--- src/rtl/draw_title_if.sv ---
// ============================================================================
// vga_if : pixel-stream bundle shared by the overlay drawer chain.
// Rev 1.0 - initial release
// ============================================================================
`default_nettype none

interface vga_if;
   logic [10:0] vcount;
   logic [10:0] hcount;
   logic        vsync;
   logic        hsync;
   logic        vblnk;
   logic        hblnk;
   logic [11:0] rgb;

   modport in  (input  vcount, hcount, vsync, hsync, vblnk, hblnk, rgb);
   modport out (output vcount, hcount, vsync, hsync, vblnk, hblnk, rgb);
endinterface

`default_nettype wire

--- src/rtl/draw_title.sv ---
// ============================================================================
// draw_title : animated block-letter banner overlay, 2-clk pass-through pipe.
// Rev 1.0 - initial release
// ============================================================================
`default_nettype none

module draw_title #(
   parameter int                     N_CHARS      = 9,
   parameter logic [5*N_CHARS-1:0]   TEXT         = {5'd2, 5'd12, 5'd1, 5'd3, 5'd11,
                                                     5'd10, 5'd1, 5'd3, 5'd11},
   parameter int                     XPOS         = 222,
   parameter int                     YPOS         = 100,
   parameter int                     SCALE_LOG2   = 2,
   parameter logic [11:0]            FG_RGB       = 12'hfa5,
   parameter logic [7:0]             ENABLE_MASK  = 8'b0100_0001,
   parameter int                     BLINK_FRAMES = 30,
   parameter int                     SLIDE_START  = 400,
   parameter int                     SLIDE_STEP   = 8
) (
   input  logic       clk,
   input  logic       rst_n,
   input  logic [2:0] state,
   input  logic [1:0] mode,
   vga_if.in          vga_in,
   vga_if.out         vga_out
);

   localparam int c_box_w = (N_CHARS * 8) << SCALE_LOG2;
   localparam int c_box_h = 8 << SCALE_LOG2;

   // ---------------- animation state ----------------
   logic        r_vblnk_q;
   logic        r_en_q;
   logic [1:0]  r_mode_q;
   logic [15:0] r_frame_cnt;
   logic        r_vis;
   logic [11:0] r_offset;

   logic        w_en;
   logic        w_tick;
   logic        w_restart;
   logic [11:0] w_off;

   assign w_en      = ENABLE_MASK[state];
   assign w_tick    = vga_in.vblnk & ~r_vblnk_q;
   assign w_restart = (w_en & ~r_en_q) | (mode != r_mode_q);
   assign w_off     = (mode == 2'd2) ? r_offset : 12'd0;

   always_ff @(posedge clk or negedge rst_n) begin
      if (!rst_n) begin
         r_vblnk_q   <= 1'b0;
         r_en_q      <= 1'b0;
         r_mode_q    <= 2'd0;
         r_frame_cnt <= 16'd0;
         r_vis       <= 1'b1;
         r_offset    <= 12'(SLIDE_START);
      end else begin
         r_vblnk_q <= vga_in.vblnk;
         r_en_q    <= w_en;
         r_mode_q  <= mode;
         if (w_restart) begin
            r_frame_cnt <= 16'd0;
            r_vis       <= 1'b1;
            r_offset    <= 12'(SLIDE_START);
         end else if (mode == 2'd1) begin
            if (w_tick) begin
               if (r_frame_cnt == 16'(BLINK_FRAMES - 1)) begin
                  r_frame_cnt <= 16'd0;
                  r_vis       <= ~r_vis;
               end else begin
                  r_frame_cnt <= r_frame_cnt + 16'd1;
               end
            end
         end else if (mode == 2'd2) begin
            if (w_tick) begin
               r_offset <= (r_offset > 12'(SLIDE_STEP)) ? r_offset - 12'(SLIDE_STEP) : 12'd0;
            end
         end else begin
            r_frame_cnt <= 16'd0;
            r_vis       <= 1'b1;
            r_offset    <= 12'd0;
         end
      end
   end

   // ---------------- stage 1: box geometry ----------------
   logic [11:0] w_dx;
   logic [11:0] w_dy;

   // Left of the box wraps to a huge unsigned dx, which the compare rejects.
   assign w_dx = {1'b0, vga_in.hcount} - (12'(XPOS) + w_off);
   assign w_dy = {1'b0, vga_in.vcount} - 12'(YPOS);

   logic [10:0] r1_vcount, r1_hcount;
   logic        r1_vsync, r1_hsync, r1_vblnk, r1_hblnk;
   logic [11:0] r1_rgb;
   logic        r1_in_box;
   logic [3:0]  r1_idx;
   logic [2:0]  r1_col, r1_row;
   logic        r1_draw;

   always_ff @(posedge clk or negedge rst_n) begin
      if (!rst_n) begin
         r1_vcount <= 11'd0;
         r1_hcount <= 11'd0;
         r1_vsync  <= 1'b0;
         r1_hsync  <= 1'b0;
         r1_vblnk  <= 1'b0;
         r1_hblnk  <= 1'b0;
         r1_rgb    <= 12'd0;
         r1_in_box <= 1'b0;
         r1_idx    <= 4'd0;
         r1_col    <= 3'd0;
         r1_row    <= 3'd0;
         r1_draw   <= 1'b0;
      end else begin
         r1_vcount <= vga_in.vcount;
         r1_hcount <= vga_in.hcount;
         r1_vsync  <= vga_in.vsync;
         r1_hsync  <= vga_in.hsync;
         r1_vblnk  <= vga_in.vblnk;
         r1_hblnk  <= vga_in.hblnk;
         r1_rgb    <= vga_in.rgb;
         r1_in_box <= (w_dx < 12'(c_box_w)) && (w_dy < 12'(c_box_h));
         r1_idx    <= 4'(w_dx >> (3 + SCALE_LOG2));
         r1_col    <= 3'(w_dx >> SCALE_LOG2);
         r1_row    <= 3'(w_dy >> SCALE_LOG2);
         r1_draw   <= w_en & r_vis;
      end
   end

   // ---------------- glyph ROM ----------------
   logic [4:0] w_codes [16];

   for (genvar g = 0; g < 16; g++) begin : g_codes
      if (g < N_CHARS) begin : g_used
         assign w_codes[g] = TEXT[5*(N_CHARS-1-g) +: 5];
      end else begin : g_unused
         assign w_codes[g] = 5'd0;
      end
   end

   // Row 0 in the top five bits, leftmost column is the MSB of each row.
   function automatic logic [34:0] glyph(input logic [4:0] code);
      case (code)
         5'd1:  glyph = 35'b01110_10001_10001_11111_10001_10001_10001;
         5'd2:  glyph = 35'b11110_10001_10001_11110_10001_10001_11110;
         5'd3:  glyph = 35'b01110_10001_10000_10000_10000_10001_01110;
         5'd4:  glyph = 35'b11110_10001_10001_10001_10001_10001_11110;
         5'd5:  glyph = 35'b11111_10000_10000_11110_10000_10000_11111;
         5'd6:  glyph = 35'b11111_10000_10000_11110_10000_10000_10000;
         5'd7:  glyph = 35'b01110_10001_10000_10111_10001_10001_01111;
         5'd8:  glyph = 35'b10001_10001_10001_11111_10001_10001_10001;
         5'd9:  glyph = 35'b01110_00100_00100_00100_00100_00100_01110;
         5'd10: glyph = 35'b00111_00010_00010_00010_00010_10010_01100;
         5'd11: glyph = 35'b10001_10010_10100_11000_10100_10010_10001;
         5'd12: glyph = 35'b10000_10000_10000_10000_10000_10000_11111;
         5'd13: glyph = 35'b10001_11011_10101_10101_10001_10001_10001;
         5'd14: glyph = 35'b10001_10001_11001_10101_10011_10001_10001;
         5'd15: glyph = 35'b01110_10001_10001_10001_10001_10001_01110;
         5'd16: glyph = 35'b11110_10001_10001_11110_10000_10000_10000;
         5'd17: glyph = 35'b01110_10001_10001_10001_10101_10010_01101;
         5'd18: glyph = 35'b11110_10001_10001_11110_10100_10010_10001;
         5'd19: glyph = 35'b01111_10000_10000_01110_00001_00001_11110;
         5'd20: glyph = 35'b11111_00100_00100_00100_00100_00100_00100;
         5'd21: glyph = 35'b10001_10001_10001_10001_10001_10001_01110;
         5'd22: glyph = 35'b10001_10001_10001_10001_10001_01010_00100;
         5'd23: glyph = 35'b10001_10001_10001_10101_10101_10101_01010;
         5'd24: glyph = 35'b10001_10001_01010_00100_01010_10001_10001;
         5'd25: glyph = 35'b10001_10001_01010_00100_00100_00100_00100;
         5'd26: glyph = 35'b11111_00001_00010_00100_01000_10000_11111;
         default: glyph = 35'd0;
      endcase
   endfunction

   logic [34:0] w_glyph;
   logic [4:0]  w_row_bits;
   logic        w_bit;
   logic        w_px;

   assign w_glyph = glyph(w_codes[r1_idx]);

   always_comb begin
      w_row_bits = 5'd0;
      case (r1_row)
         3'd0: w_row_bits = w_glyph[34:30];
         3'd1: w_row_bits = w_glyph[29:25];
         3'd2: w_row_bits = w_glyph[24:20];
         3'd3: w_row_bits = w_glyph[19:15];
         3'd4: w_row_bits = w_glyph[14:10];
         3'd5: w_row_bits = w_glyph[9:5];
         3'd6: w_row_bits = w_glyph[4:0];
         default: w_row_bits = 5'd0;
      endcase
   end

   always_comb begin
      w_bit = 1'b0;
      case (r1_col)
         3'd0: w_bit = w_row_bits[4];
         3'd1: w_bit = w_row_bits[3];
         3'd2: w_bit = w_row_bits[2];
         3'd3: w_bit = w_row_bits[1];
         3'd4: w_bit = w_row_bits[0];
         default: w_bit = 1'b0;
      endcase
   end

   assign w_px = r1_in_box & w_bit;

   // ---------------- stage 2: colour mux ----------------
   logic [10:0] r2_vcount, r2_hcount;
   logic        r2_vsync, r2_hsync, r2_vblnk, r2_hblnk;
   logic [11:0] r2_rgb;

   always_ff @(posedge clk or negedge rst_n) begin
      if (!rst_n) begin
         r2_vcount <= 11'd0;
         r2_hcount <= 11'd0;
         r2_vsync  <= 1'b0;
         r2_hsync  <= 1'b0;
         r2_vblnk  <= 1'b0;
         r2_hblnk  <= 1'b0;
         r2_rgb    <= 12'd0;
      end else begin
         r2_vcount <= r1_vcount;
         r2_hcount <= r1_hcount;
         r2_vsync  <= r1_vsync;
         r2_hsync  <= r1_hsync;
         r2_vblnk  <= r1_vblnk;
         r2_hblnk  <= r1_hblnk;
         r2_rgb    <= (r1_draw && w_px) ? FG_RGB : r1_rgb;
      end
   end

   assign vga_out.vcount = r2_vcount;
   assign vga_out.hcount = r2_hcount;
   assign vga_out.vsync  = r2_vsync;
   assign vga_out.hsync  = r2_hsync;
   assign vga_out.vblnk  = r2_vblnk;
   assign vga_out.hblnk  = r2_hblnk;
   assign vga_out.rgb    = r2_rgb;

endmodule

`default_nettype wire

--- src/flat_wrapper.sv ---
// flat-port wrapper written by rule: the top's interface ports become plain ports
module draw_title_flat 
#(
   parameter int                     N_CHARS      = 9,
   parameter logic [5*N_CHARS-1:0]   TEXT         = {5'd2, 5'd12, 5'd1, 5'd3, 5'd11,
                                                     5'd10, 5'd1, 5'd3, 5'd11},
   parameter int                     XPOS         = 222,
   parameter int                     YPOS         = 100,
   parameter int                     SCALE_LOG2   = 2,
   parameter logic [11:0]            FG_RGB       = 12'hfa5,
   parameter logic [7:0]             ENABLE_MASK  = 8'b0100_0001,
   parameter int                     BLINK_FRAMES = 30,
   parameter int                     SLIDE_START  = 400,
   parameter int                     SLIDE_STEP   = 8
)
  (clk, rst_n, state, mode, vga_in_vcount, vga_in_hcount, vga_in_vsync, vga_in_hsync, vga_in_vblnk, vga_in_hblnk, vga_in_rgb, vga_out_vcount, vga_out_hcount, vga_out_vsync, vga_out_hsync, vga_out_vblnk, vga_out_hblnk, vga_out_rgb);
  vga_if vga_in_i ();
  vga_if vga_out_i ();
  input  logic clk;
  input  logic rst_n;
  input  logic [2:0] state;
  input  logic [1:0] mode;
  input wire logic [$bits(vga_in_i.vcount)-1:0] vga_in_vcount;
  input wire logic [$bits(vga_in_i.hcount)-1:0] vga_in_hcount;
  input wire logic [$bits(vga_in_i.vsync)-1:0] vga_in_vsync;
  input wire logic [$bits(vga_in_i.hsync)-1:0] vga_in_hsync;
  input wire logic [$bits(vga_in_i.vblnk)-1:0] vga_in_vblnk;
  input wire logic [$bits(vga_in_i.hblnk)-1:0] vga_in_hblnk;
  input wire logic [$bits(vga_in_i.rgb)-1:0] vga_in_rgb;
  output wire logic [$bits(vga_out_i.vcount)-1:0] vga_out_vcount;
  output wire logic [$bits(vga_out_i.hcount)-1:0] vga_out_hcount;
  output wire logic [$bits(vga_out_i.vsync)-1:0] vga_out_vsync;
  output wire logic [$bits(vga_out_i.hsync)-1:0] vga_out_hsync;
  output wire logic [$bits(vga_out_i.vblnk)-1:0] vga_out_vblnk;
  output wire logic [$bits(vga_out_i.hblnk)-1:0] vga_out_hblnk;
  output wire logic [$bits(vga_out_i.rgb)-1:0] vga_out_rgb;
  assign vga_in_i.vcount = vga_in_vcount;
  assign vga_in_i.hcount = vga_in_hcount;
  assign vga_in_i.vsync = vga_in_vsync;
  assign vga_in_i.hsync = vga_in_hsync;
  assign vga_in_i.vblnk = vga_in_vblnk;
  assign vga_in_i.hblnk = vga_in_hblnk;
  assign vga_in_i.rgb = vga_in_rgb;
  assign vga_out_vcount = vga_out_i.vcount;
  assign vga_out_hcount = vga_out_i.hcount;
  assign vga_out_vsync = vga_out_i.vsync;
  assign vga_out_hsync = vga_out_i.hsync;
  assign vga_out_vblnk = vga_out_i.vblnk;
  assign vga_out_hblnk = vga_out_i.hblnk;
  assign vga_out_rgb = vga_out_i.rgb;
  draw_title #(.N_CHARS(N_CHARS), .TEXT(TEXT), .XPOS(XPOS), .YPOS(YPOS), .SCALE_LOG2(SCALE_LOG2), .FG_RGB(FG_RGB), .ENABLE_MASK(ENABLE_MASK), .BLINK_FRAMES(BLINK_FRAMES), .SLIDE_START(SLIDE_START), .SLIDE_STEP(SLIDE_STEP)) u_core (.clk(clk), .rst_n(rst_n), .state(state), .mode(mode), .vga_in(vga_in_i), .vga_out(vga_out_i));
endmodule
--- config.mk ---
export PLATFORM = sky130hd
export DESIGN_NAME = draw_title_flat
export DESIGN_NICKNAME = d
export VERILOG_FILES = /design/src/rtl/draw_title_if.sv /design/src/rtl/draw_title.sv /design/src/flat_wrapper.sv
export SDC_FILE = /design/constraint.sdc
export NUM_CORES = 1
export LEC_CHECK = 0
export CORE_UTILIZATION = 55
export DETAILED_ROUTE_END_ITERATION = 7
export GPL_TIMING_DRIVEN = 0
export HOLD_SLACK_MARGIN = 0.02
export PLACE_DENSITY = 0.81
export SYNTH_ARGS = -nofsm -noshare
export SYNTH_HDL_FRONTEND = slang
export SYNTH_SLANG_ARGS = --single-unit
--- constraint.sdc ---
create_clock -name clk -period 4.7 [get_ports clk]
set_input_delay 0.94 -clock clk [delete_from_list [all_inputs] [get_ports clk]]
set_output_delay 0.94 -clock clk [all_outputs]
set_load 0.02 [all_outputs]
==> Implementation_results.wiki <==
{| class="wikitable"
! Metric !! Value
|-
| Maximum number of pins on one net before global-route repair || between 60 and 70
|-
| Final count of negative-setup-slack endpoints || 0
|-
| Antenna violations before repair || 0
|-
| DRT Wirelength || ~13,000 um
|-
| Total of buffers placed on input and output ports || 82
|-
| Buffers from clock root to sink, at most || 2
|-
| Post-Synthesis Cell Area || approximately 5700 um2
|-
| Peak ir drop on the vdd network || roughly 400 uV
|-
| Commonest register cell after synthesis || sky130_fd_sc_hd__dfrtp_1
|-
| Routed vias || roughly 4,500
|-
| Critical Path Fanout Max || 10
|-
| Die W || roughly 100 um
|-
| Async set-reset flop share out of synthesis || 1.00
|-
| Filler cell count || around 680
|-
| Design Power || 3.42 mW
|-
| Final critical-path required period || roughly 4 ns
|-
| Die outline area || 10,800 um2
|-
| Antenna-violating nets left || 0
|-
| Yosys reg bits || around 120
|-
| Critical path type || register to register
|-
| Clock slew at the register clock pins of the worst setup and hold paths || 0.06 ns
|-
| Crit path capture type || register
|-
| Tightest Hold Check Type || register to register
|-
| Non-filler cells, final || roughly 790
|-
| Number of warnings issued by yosys || 0
|-
| Most congested layer reported by global routing || met2
|-
| Number of max-cap violations || 0
|-
| Clock tree from TritonCTS || yes
|-
| Global-route met3 utilization || 0.0670
|-
| Worst skew pair latency || roughly 0.52 ns
|-
| Transition time at the pin with the least slew margin || a little under 0.7 ns
|-
| Vias in the first global route || between 4,000 and 5,000
|-
| Largest clock skew in the final design || approximately 0.0084 ns
|-
| Die Height || around 100 um
|-
| Buffer cell driving the clock tree root || sky130_fd_sc_hd__clkbuf_8
|-
| Drt pass-1 iters || 4
|-
| Fmax || 244 MHz
|-
| WL per Instance || 16.2 um
|-
| Met2 Use GR || 0.447
|-
| Number of clock buffers inserted by TritonCTS || 17
|-
| Wire length of the first global-routing pass || 21,900 um
|-
| Headroom to the max-slew limit || 0.539
|-
| Final hold violation count || 0
|-
| Core footprint || ~10000 um2
|-
| Routability congestion estimate from global placement || 0.889
|-
| Sequential cell area fraction in the yosys report || 0.511
|-
| Buffer count from post-CTS setup fixing || 0
|-
| Post-route standard cell area excluding fillers || 7400 um2
|-
| Data arrival time of the worst path || ~4.6 ns
|-
| Number of enable flip-flop cells after synthesis || 0
|-
| Syn Nets || 621
|-
| Number of nets in the finished design || 723
|-
| Mean cell area of the mapped netlist || between 10 and 15 um2
|-
| Power per standard cell area || approximately 460 nW/um2
|-
| Initial DRC count || 170
|-
| Final worst-path cycle share || 0.872
|-
| Cell area reported after detailed placement || 6750 um2
|-
| Level count of the clock H-tree || 4
|-
| Met1 demand-to-capacity share in global routing || 0.313
|-
| DRC viols || 0
|-
| Half-perimeter wire length after detailed placement || approximately 9200 um
|-
| Setup tns final || 0 ns
|-
| Setup repair after global routing missed its margin || false
|-
| Area added between synthesis and finish || 29.0%
|-
| Kind of start point of the critical path || register
|-
| Status || completed
|-
| Starting Density || 0.576
|-
| Number of core rows || 36
|-
| Number of pins exceeding their max-slew limit in the final report || 0
|-
| Clock Sinks || about 120
|-
| Aggregate global routing overflow || 0
|-
| Static power due to leakage || roughly 3.2 nW
|-
| Utilization after layout || 0.743
|-
| Number of gates resized after CTS || 0
|-
| Vias per cell || about 5.7
|-
| Required time worst endpoint || approximately 5.2 ns
|-
| Placed Instances || roughly 760
|-
| GR Util All Layers || 0.259
|-
| # IOs || 83
|-
| Number of instances in the synthesized netlist || ~540
|-
| Register-to-register path setup slack || a little over 0.6 ns
|-
| CTS Hold Bufs || 0
|-
| Antenna cells || 0
|-
| Number of unique standard cell types used by synthesis || 70
|-
| Share of cells above drive strength 1 || 0.0793
|}
==> power breakdown <==
part / internal, mW / switching [mW]
Combinational: 0.368 / 0.514
Sequential: 1.08 / 0.0377
Clock: 0.967 / 0.449
==> per-layer routing <==
metal	vias to the layer above	routed length, um
li1	2156	-
met1	2182	5460
met2	99	6580
met3	23	511
met4	0	231
met5	-	0
==> through the flow <==
step           hold slack [ns]  setup slack, ns
2_1_floorplan            0.331             1.26
3_3_place_gp             0.331            -1.43
3_5_place_dp             0.335           0.0857
4_1_cts                  0.346            0.638
5_1_grt                  0.347            0.255
6_report                 0.344            0.604
==> sequential cells by signal, indices dropped and copies added, names as in the netlist, 2 cells and up <==
name / cells
u_core.r_frame_cnt: 16
u_core.r1_rgb: 12
u_core.vga_out.rgb: 12
u_core.r1_hcount: 11
u_core.r1_vcount: 11
u_core.vga_out.hcount: 11
u_core.vga_out.vcount: 11
u_core.r_offset: 9
u_core.r1_idx: 4
u_core.r1_col: 3
u_core.r1_row: 3
u_core.r_mode_q: 2
==> synth_stat cells, types with 10 or more instances <==
cell	number	area (um2)
sky130_fd_sc_hd__nor2b_1	10	62.6
sky130_fd_sc_hd__o21ai_0	30	150
sky130_fd_sc_hd__ha_1	34	425
sky130_fd_sc_hd__nor3_1	12	60.1
sky130_fd_sc_hd__or3_1	17	106
sky130_fd_sc_hd__dfrtp_1	113	2830
sky130_fd_sc_hd__a21oi_1	19	95.1
sky130_fd_sc_hd__nor2_1	35	131
sky130_fd_sc_hd__clkbuf_1	12	45.0
sky130_fd_sc_hd__nand3_1	12	60.1
sky130_fd_sc_hd__inv_1	36	135
sky130_fd_sc_hd__nand2_1	36	135
sky130_fd_sc_hd__o31ai_1	10	75.1
==> worst max-delay path: stages (launching register included) <==
cell	delay (ns)
sky130_fd_sc_hd__dfrtp_1	0.34
sky130_fd_sc_hd__clkbuf_1	0.38
sky130_fd_sc_hd__inv_1	0.16
sky130_fd_sc_hd__ha_1	0.36
sky130_fd_sc_hd__o21a_1	0.18
sky130_fd_sc_hd__o21ai_0	0.51
sky130_fd_sc_hd__ha_1	0.26
sky130_fd_sc_hd__clkbuf_1	0.43
sky130_fd_sc_hd__nand2_1	0.16
sky130_fd_sc_hd__a311oi_2	0.32
sky130_fd_sc_hd__o32ai_1	0.14
sky130_fd_sc_hd__a221o_1	0.37
sky130_fd_sc_hd__o21ai_2	0.10
sky130_fd_sc_hd__buf_6	0.17
sky130_fd_sc_hd__o22a_1	0.15
==> layout by cell type, fill, tap and decap left out, types with 7 or more instances in the layout <==
master                            count
sky130_fd_sc_hd__a21oi_1             19
sky130_fd_sc_hd__and2_1               9
sky130_fd_sc_hd__and3_1               8
sky130_fd_sc_hd__clkbuf_1            14
sky130_fd_sc_hd__clkbuf_16           16
sky130_fd_sc_hd__clkdlybuf4s50_1     81
sky130_fd_sc_hd__dfrtp_1            113
sky130_fd_sc_hd__ha_1                34
sky130_fd_sc_hd__inv_1               36
sky130_fd_sc_hd__nand2_1             36
sky130_fd_sc_hd__nand2b_1             9
sky130_fd_sc_hd__nand3_1             12
sky130_fd_sc_hd__nor2_1              35
sky130_fd_sc_hd__nor2b_1             10
sky130_fd_sc_hd__nor3_1              12
sky130_fd_sc_hd__o21a_1               7
sky130_fd_sc_hd__o21ai_0             30
sky130_fd_sc_hd__o21ai_1              7
sky130_fd_sc_hd__o22a_1               8
sky130_fd_sc_hd__o31ai_1             10
sky130_fd_sc_hd__or3_1               17
sky130_fd_sc_hd__xnor2_1              9
==> cell families (layout without fill, tap and decap cells) <==
group / Yosys count / after routing / share of synthesized area
compound gates: 139 / 139 / 0.173
buf+inv: 54 / 169 / 0.0408
xor+xnor: 15 / 15 / 0.0229
mux: 5 / 5 / 0.00894
flops: 117 / 117 / 0.511
fa+ha+maj: 35 / 35 / 0.0776
other cells: 2 / 2 / 0.00131
simple gates: 174 / 174 / 0.164
==> final cells by class <==
class,count,area (um2),area share
clock buffers,19,422,0.0570
plain buffers,18,98.8,0.0134
multi-input cells,370,2570,0.347
inverters,36,135,0.0183
clock inverters,13,229,0.0309
well taps,133,166,0.0225
flip-flops and latches,117,2930,0.396
repair buffers,83,846,0.114
==> final timing paths <==
check,start,to,cells after the start
min in group asynchronous,rst_n,u_core.r1_hcount[10],1
worst min register to register,u_core.r1_vcount[6],u_core.vga_out.vcount[6],0
worst max register to register,u_core.r1_idx[1],u_core.vga_out.rgb[10],14
max in group asynchronous,rst_n,u_core.r1_rgb[5],2
worst max-delay path,u_core.r1_idx[1],u_core.vga_out.rgb[10],14
worst min-delay path,u_core.r1_vcount[6],u_core.vga_out.vcount[6],0
(Power assumes the default switching activity.)
